--- config.mk ---
export PLATFORM = sky130hd
export DESIGN_NAME = axis_boxcar_decimator
export DESIGN_NICKNAME = d
export VERILOG_FILES = /design/src/rtl/axis_boxcar_decimator.sv
export SDC_FILE = /design/constraint.sdc
export NUM_CORES = 1
export LEC_CHECK = 0
export BUFFER_PORTS_ARGS = -buffer_cell sky130_fd_sc_hd__buf_2
export CAP_MARGIN = 20
export CORE_ASPECT_RATIO = 1.75
export CORE_MARGIN = 5
export CORE_UTILIZATION = 30
export CTS_BUF_LIST = sky130_fd_sc_hd__clkbuf_4 sky130_fd_sc_hd__clkbuf_8 sky130_fd_sc_hd__clkbuf_16
export DETAILED_ROUTE_END_ITERATION = 12
export GPL_ROUTABILITY_DRIVEN = 0
export PLACE_DENSITY = 0.56
export SYNTH_ARGS = -nofsm -noshare
export SYNTH_HDL_FRONTEND = slang
export SYNTH_SLANG_ARGS = --single-unit
export TNS_END_PERCENT = 20
--- constraint.sdc ---
create_clock -name clk -period 2.6 [get_ports clk]
set_input_delay 0 -clock clk [delete_from_list [all_inputs] [get_ports clk]]
set_output_delay 0 -clock clk [all_outputs]
set_load 0.02 [all_outputs]
--- src/rtl/axis_boxcar_decimator.sv ---
// axis_boxcar_decimator
//   Boxcar (moving-block mean) decimator on an AXI-Stream-style sample link.
//   Every N = 2**log2_decim accepted input samples are summed and the sum is
//   arithmetically shifted right by log2_decim to form one output sample.
//
// Parameters
//   inout_width : signed sample width on both input and output
//   log2_decim  : decimation exponent, N = 2**log2_decim (1..8)
//
// Ports
//   clk            : clock, all logic on rising edge
//   rst            : synchronous active-high reset
//   s_axis_tdata   : signed input sample
//   s_axis_tvalid  : input sample valid
//   s_axis_tready  : block can accept an input sample
//   m_axis_tdata   : signed decimated output sample
//   m_axis_tvalid  : output sample valid
//   m_axis_tready  : downstream ready
//
// Build option
//   BOXCAR_ROUND_EN : when defined, 2**(log2_decim-1) is added to the block
//                     sum before the shift (round half toward +inf); otherwise
//                     the plain arithmetic shift (floor) is used.

module axis_boxcar_decimator #(
  parameter int inout_width = 16,
  parameter int log2_decim  = 2
) (
  input  logic                   clk,
  input  logic                   rst,
  input  logic [inout_width-1:0] s_axis_tdata,
  input  logic                   s_axis_tvalid,
  output logic                   s_axis_tready,
  output logic [inout_width-1:0] m_axis_tdata,
  output logic                   m_axis_tvalid,
  input  logic                   m_axis_tready
);

  // N in-range samples need log2_decim guard bits, so the sum cannot overflow.
  localparam int acc_width = inout_width + log2_decim;

  logic signed [acc_width-1:0]   acc;
  logic signed [acc_width-1:0]   sample_ext;
  logic signed [acc_width-1:0]   sum_full;
  logic signed [acc_width-1:0]   sum_final;
  logic signed [acc_width-1:0]   mean;
  logic        [log2_decim-1:0]  cnt;
  logic                          accept;
  logic                          last;

  // Input stalls only while an output is waiting on a blocked downstream.
  assign s_axis_tready = ~(m_axis_tvalid & ~m_axis_tready);
  assign accept        = s_axis_tvalid & s_axis_tready;
  assign last          = &cnt;

  assign sample_ext = {{log2_decim{s_axis_tdata[inout_width-1]}}, s_axis_tdata};
  assign sum_full   = acc + sample_ext;

`ifdef BOXCAR_ROUND_EN
  localparam logic signed [acc_width-1:0] round_const = acc_width'(1) << (log2_decim - 1);
  assign sum_final = sum_full + round_const;
`else
  assign sum_final = sum_full;
`endif

  // Mean of N in-range samples is itself in range, so truncation is exact.
  assign mean = sum_final >>> log2_decim;

  always_ff @(posedge clk) begin
    if (rst) begin
      acc           <= '0;
      cnt           <= '0;
      m_axis_tvalid <= 1'b0;
      m_axis_tdata  <= '0;
    end else begin
      if (m_axis_tvalid && m_axis_tready) begin
        m_axis_tvalid <= 1'b0;
      end
      // A block completing on the same edge as a handshake reloads the
      // output, so valid stays high with no bubble.
      if (accept) begin
        if (last) begin
          m_axis_tdata  <= mean[inout_width-1:0];
          m_axis_tvalid <= 1'b1;
          acc           <= '0;
          cnt           <= '0;
        end else begin
          acc <= sum_full;
          cnt <= cnt + log2_decim'(1);
        end
      end
    end
  end

endmodule

==> run_results.csv <==
group,metric,value,unit
status,status,"complete, no violations",
drt,ant_nets,0,
critical_path,r2r_slack,0.15,ns
place,place_ws,0.147,ns
power,peakVddDrop,0.400,mV
die,core,0.00691,mm²
global_route,grtUsageMet2,26.3,%
hold_path,hold_class,"input pin to flop",
sta,slew_headroom,44.3,%
cts,htree_num_levels,2,
cells_and_area,fillers,757,
cts,cts-hold-fix-buffers,0,
sta,clock-skew-final,0.00625,ns
cells_and_area,area_growth,21.0,%
logic_synthesis,synth_cell_type_count,46,
global_route,grt-ovfl-total,0,
drt,dr.pass1.iters,4,
sta,fmax,409,MHz
sta,worstMarginPinSlew,0.829,ns
sta,final.setup.tns,0,ns
place,port_buffers,37,
die,die_h,122,µm
power,p_clk_share,36.2,%
drt,via_count,2011,
power,pwr-share-seq,34.1,%
sta,hold_viol,0,
logic_synthesis,synth_area_leaders,"dfxtp_1, ha_1, a21oi_1, nand2_1, nor2_1",
power,switching_share,31.7,%
run,drv_cap,0,
cts,cts_made_buffers,5,
power,p_int,1280,µW
power,p_leak,0.00120,µW
cts,cts_buffer_depth,2,
critical_path,r2r_start,"acc[0]",
drt,drt-total-wl,5900,µm
power,power_per_cell_area,725,mW/mm²
sta,post-route-period-util,94.1,%
logic_synthesis,yosysWarnings,0,
critical_path,cp_cell_sequence,"ha_1 -> fa_1 -> a21o_1 -> a21oi_2 -> o211ai_1 -> a2111oi_2 -> o21ai_1 -> nor2b_1 -> a22o_1",
global_route,grt_util_met3,2.97,%
critical_path,cp.required,2.77,ns
cells_and_area,multi_input_area,0.00136,mm²
logic_synthesis,synth_edf_count,0,
logic_synthesis,synth_seq_cells,37,
cells_and_area,diodes,0,
sta,postLayoutSetupSlackWorst,0.153,ns
critical_path,critPathTopFamily,"compound AO/OA/AOI/OAI gates",
critical_path,critPathSlowestCell,"a2111oi_2",
global_route,grt_pass1_wl,9520,µm
cells_and_area,final_nets,333,
power,p_comb_share,29.7,%
critical_path,cp_max_fo,2,
critical_path,arrival,2.62,ns
logic_synthesis,synth_area,0.00214,mm²
cts,clk_latency,0.28,ns
drt,drt_iter0_drc,104,
logic_synthesis,syn_inst,255,
critical_path,critPathLaunchType,"flop",
global_route,use_met1,13.1,%
logic_synthesis,ys_seq_area_share,34.6,%
hold_path,hold_depth,3,
drt,via_per_inst,5.32,
sta,finalSetupViolCount,0,
die,io_pins,38,
cells_and_area,final_common_cell,"nand2_1",
critical_path,worst-path-buf-inv,0,
die,start_util,31.0,%
logic_synthesis,synthFlopType,"dfxtp_1",
cts,cts_tree,"built",
cts,clkSinkCount,37,
logic_synthesis,syn_nets,294,
critical_path,r2r_cells,9,
cells_and_area,drive_above_1_share,19.7,%
place,dp_hpwl,4670,µm
logic_synthesis,synth.top_cell.area_share,34.6,%
power,net-switching-power,596,µW
global_route,busiest_layer,"met2",
hold_path,min-delay-start,"m_axis_tready",
logic_synthesis,syn_area_per_cell,8.40,µm²
global_route,antenna_found_initial,0,
drt,wl_per_cell,15.6,µm
critical_path,critPathMaxStageDelay,0.43,ns
cts,clkSlewWorstSetupHoldPaths,0.06,ns
global_route,grt_start_max_net_pins,34,
global_route,gr-usage-all-layers,13.9,%
hold_path,holdPathEnd,"m_axis_tvalid",
die,fp.dieArea,0.00900,mm²
drt,drc,0,
cts,root_buffer,"clkbuf_16",
cells_and_area,seq_area,741,µm²
die,die_w,73.9,µm
logic_synthesis,synthArstFlopShare,0,%
sta,finalMaxSlewViolations,0,
critical_path,critPathKind,"flop to flop",
cells_and_area,final_cell_mix,"nand2_1, dfxtp_1, buf_2, a21oi_1, nor2_1",
critical_path,endpoint_kind,"flop",
logic_synthesis,synth_top_cell_by_area,"dfxtp_1",
die,core.rowCount,40,
sta,period_minus_slack,2.45,ns
critical_path,r2r_end,"acc[16]",
global_route,grt_pass1_vias,2043,
sequential cells by signal, summed over array words and instances (netlist names):
| name | cells |
|---|---|
| acc | 18 |
| m_axis_tdata | 16 |
| cnt | 2 |
| m_axis_tvalid | 1 |
logic make-up (layout without fill, tap and decap cells):
kind of cell             after synthesis  after routing  share of synthesized area, %
AO/OA/AOI/OAI                         80             80                          25.8
XOR/XNOR                              15             15                          6.13
adder cells (fa/ha/maj)               19             19                          11.4
buffers and inverters                 13             52                          2.34
flip-flops                            37             37                          34.6
multiplexers                           1              1                         0.467
AND/OR/NAND/NOR                       90             90                          19.3
cells in the mapped netlist (2+ instances only):
cell type	count
nand2_1	38
dfxtp_1	37
a21oi_1	29
nor2_1	21
ha_1	18
a21o_1	10
xnor2_1	9
a22oi_1	8
clkbuf_1	8
a22o_1	6
nand3_1	6
xor2_1	6
nor3_1	5
inv_1	4
nor2b_1	4
o21ai_0	4
a31oi_1	3
and3_1	3
a211oi_1	2
a21oi_2	2
a31o_2	2
and2_1	2
nand3b_1	2
nand4_1	2
nor3b_1	2
o21a_1	2
worst max path at each step:
stage / start / endpoint / slack [ns] / cells after the start
2_1_floorplan: acc[0] / acc[16] / 0.23 / 9
3_3_place_gp: acc[0] / m_axis_tdata[8] / 0.16 / 10
3_5_place_dp: acc[0] / m_axis_tdata[8] / 0.15 / 10
4_1_cts: acc[0] / m_axis_tdata[8] / 0.12 / 10
5_1_grt: acc[0] / acc[16] / -0.0006 / 9
6_report: acc[0] / acc[16] / 0.15 / 9
power by group through the flow:
| stage | Combinational (µW) | Sequential, µW | Clock (µW) |
|---|---|---|---|
| floorplan | 406 | 649 | 0 |
| global placement | 558 | 652 | 0 |
| detailed placement | 557 | 654 | 0 |
| CTS | 561 | 641 | 699 |
| global route | 618 | 646 | 715 |
| finish | 559 | 641 | 680 |
per-layer routing:
layer	up-vias	wire length, µm
li1	999	-
met1	954	2160
met2	42	3240
met3	16	229
met4	0	270
met5	-	0
worst reg2reg max path, stage by stage, from the launching register on:
cell and delay (ns):
dfxtp_1 0.31, ha_1 0.20, fa_1 0.40, a21o_1 0.20
a21oi_2 0.15, o211ai_1 0.15, a2111oi_2 0.43, o21ai_1 0.14
nor2b_1 0.14, a22o_1 0.21
through the flow:
step	util, %	hold WS, ns	total power, µW	cells	area, µm²
final	37.5	0.0710	1880	378	2590
after global routing	37.5	0.0932	1980	378	2590
after global placement	35.1	0.369	1210	371	2430
after CTS	37.5	0.0769	1900	378	2590
after detailed placement	35.1	0.377	1210	371	2430
after floorplan	-	0.197	1050	255	2140
layout make-up:
class	count	area share, %
multi-input cells	205	52.3
repair buffers	41	8.30
flip-flops and latches	37	28.6
clock buffers	5	4.83
well taps	84	4.05
inverters	4	0.579
clock inverters	2	1.35
repair_timing:
item / 4_1_cts / 5_1_grt
resized for setup: 0 / 1
endpoints found under the setup margin: 0 / 1
setup buffers: 0 / 0
Power figures use the tool's default switching activity.
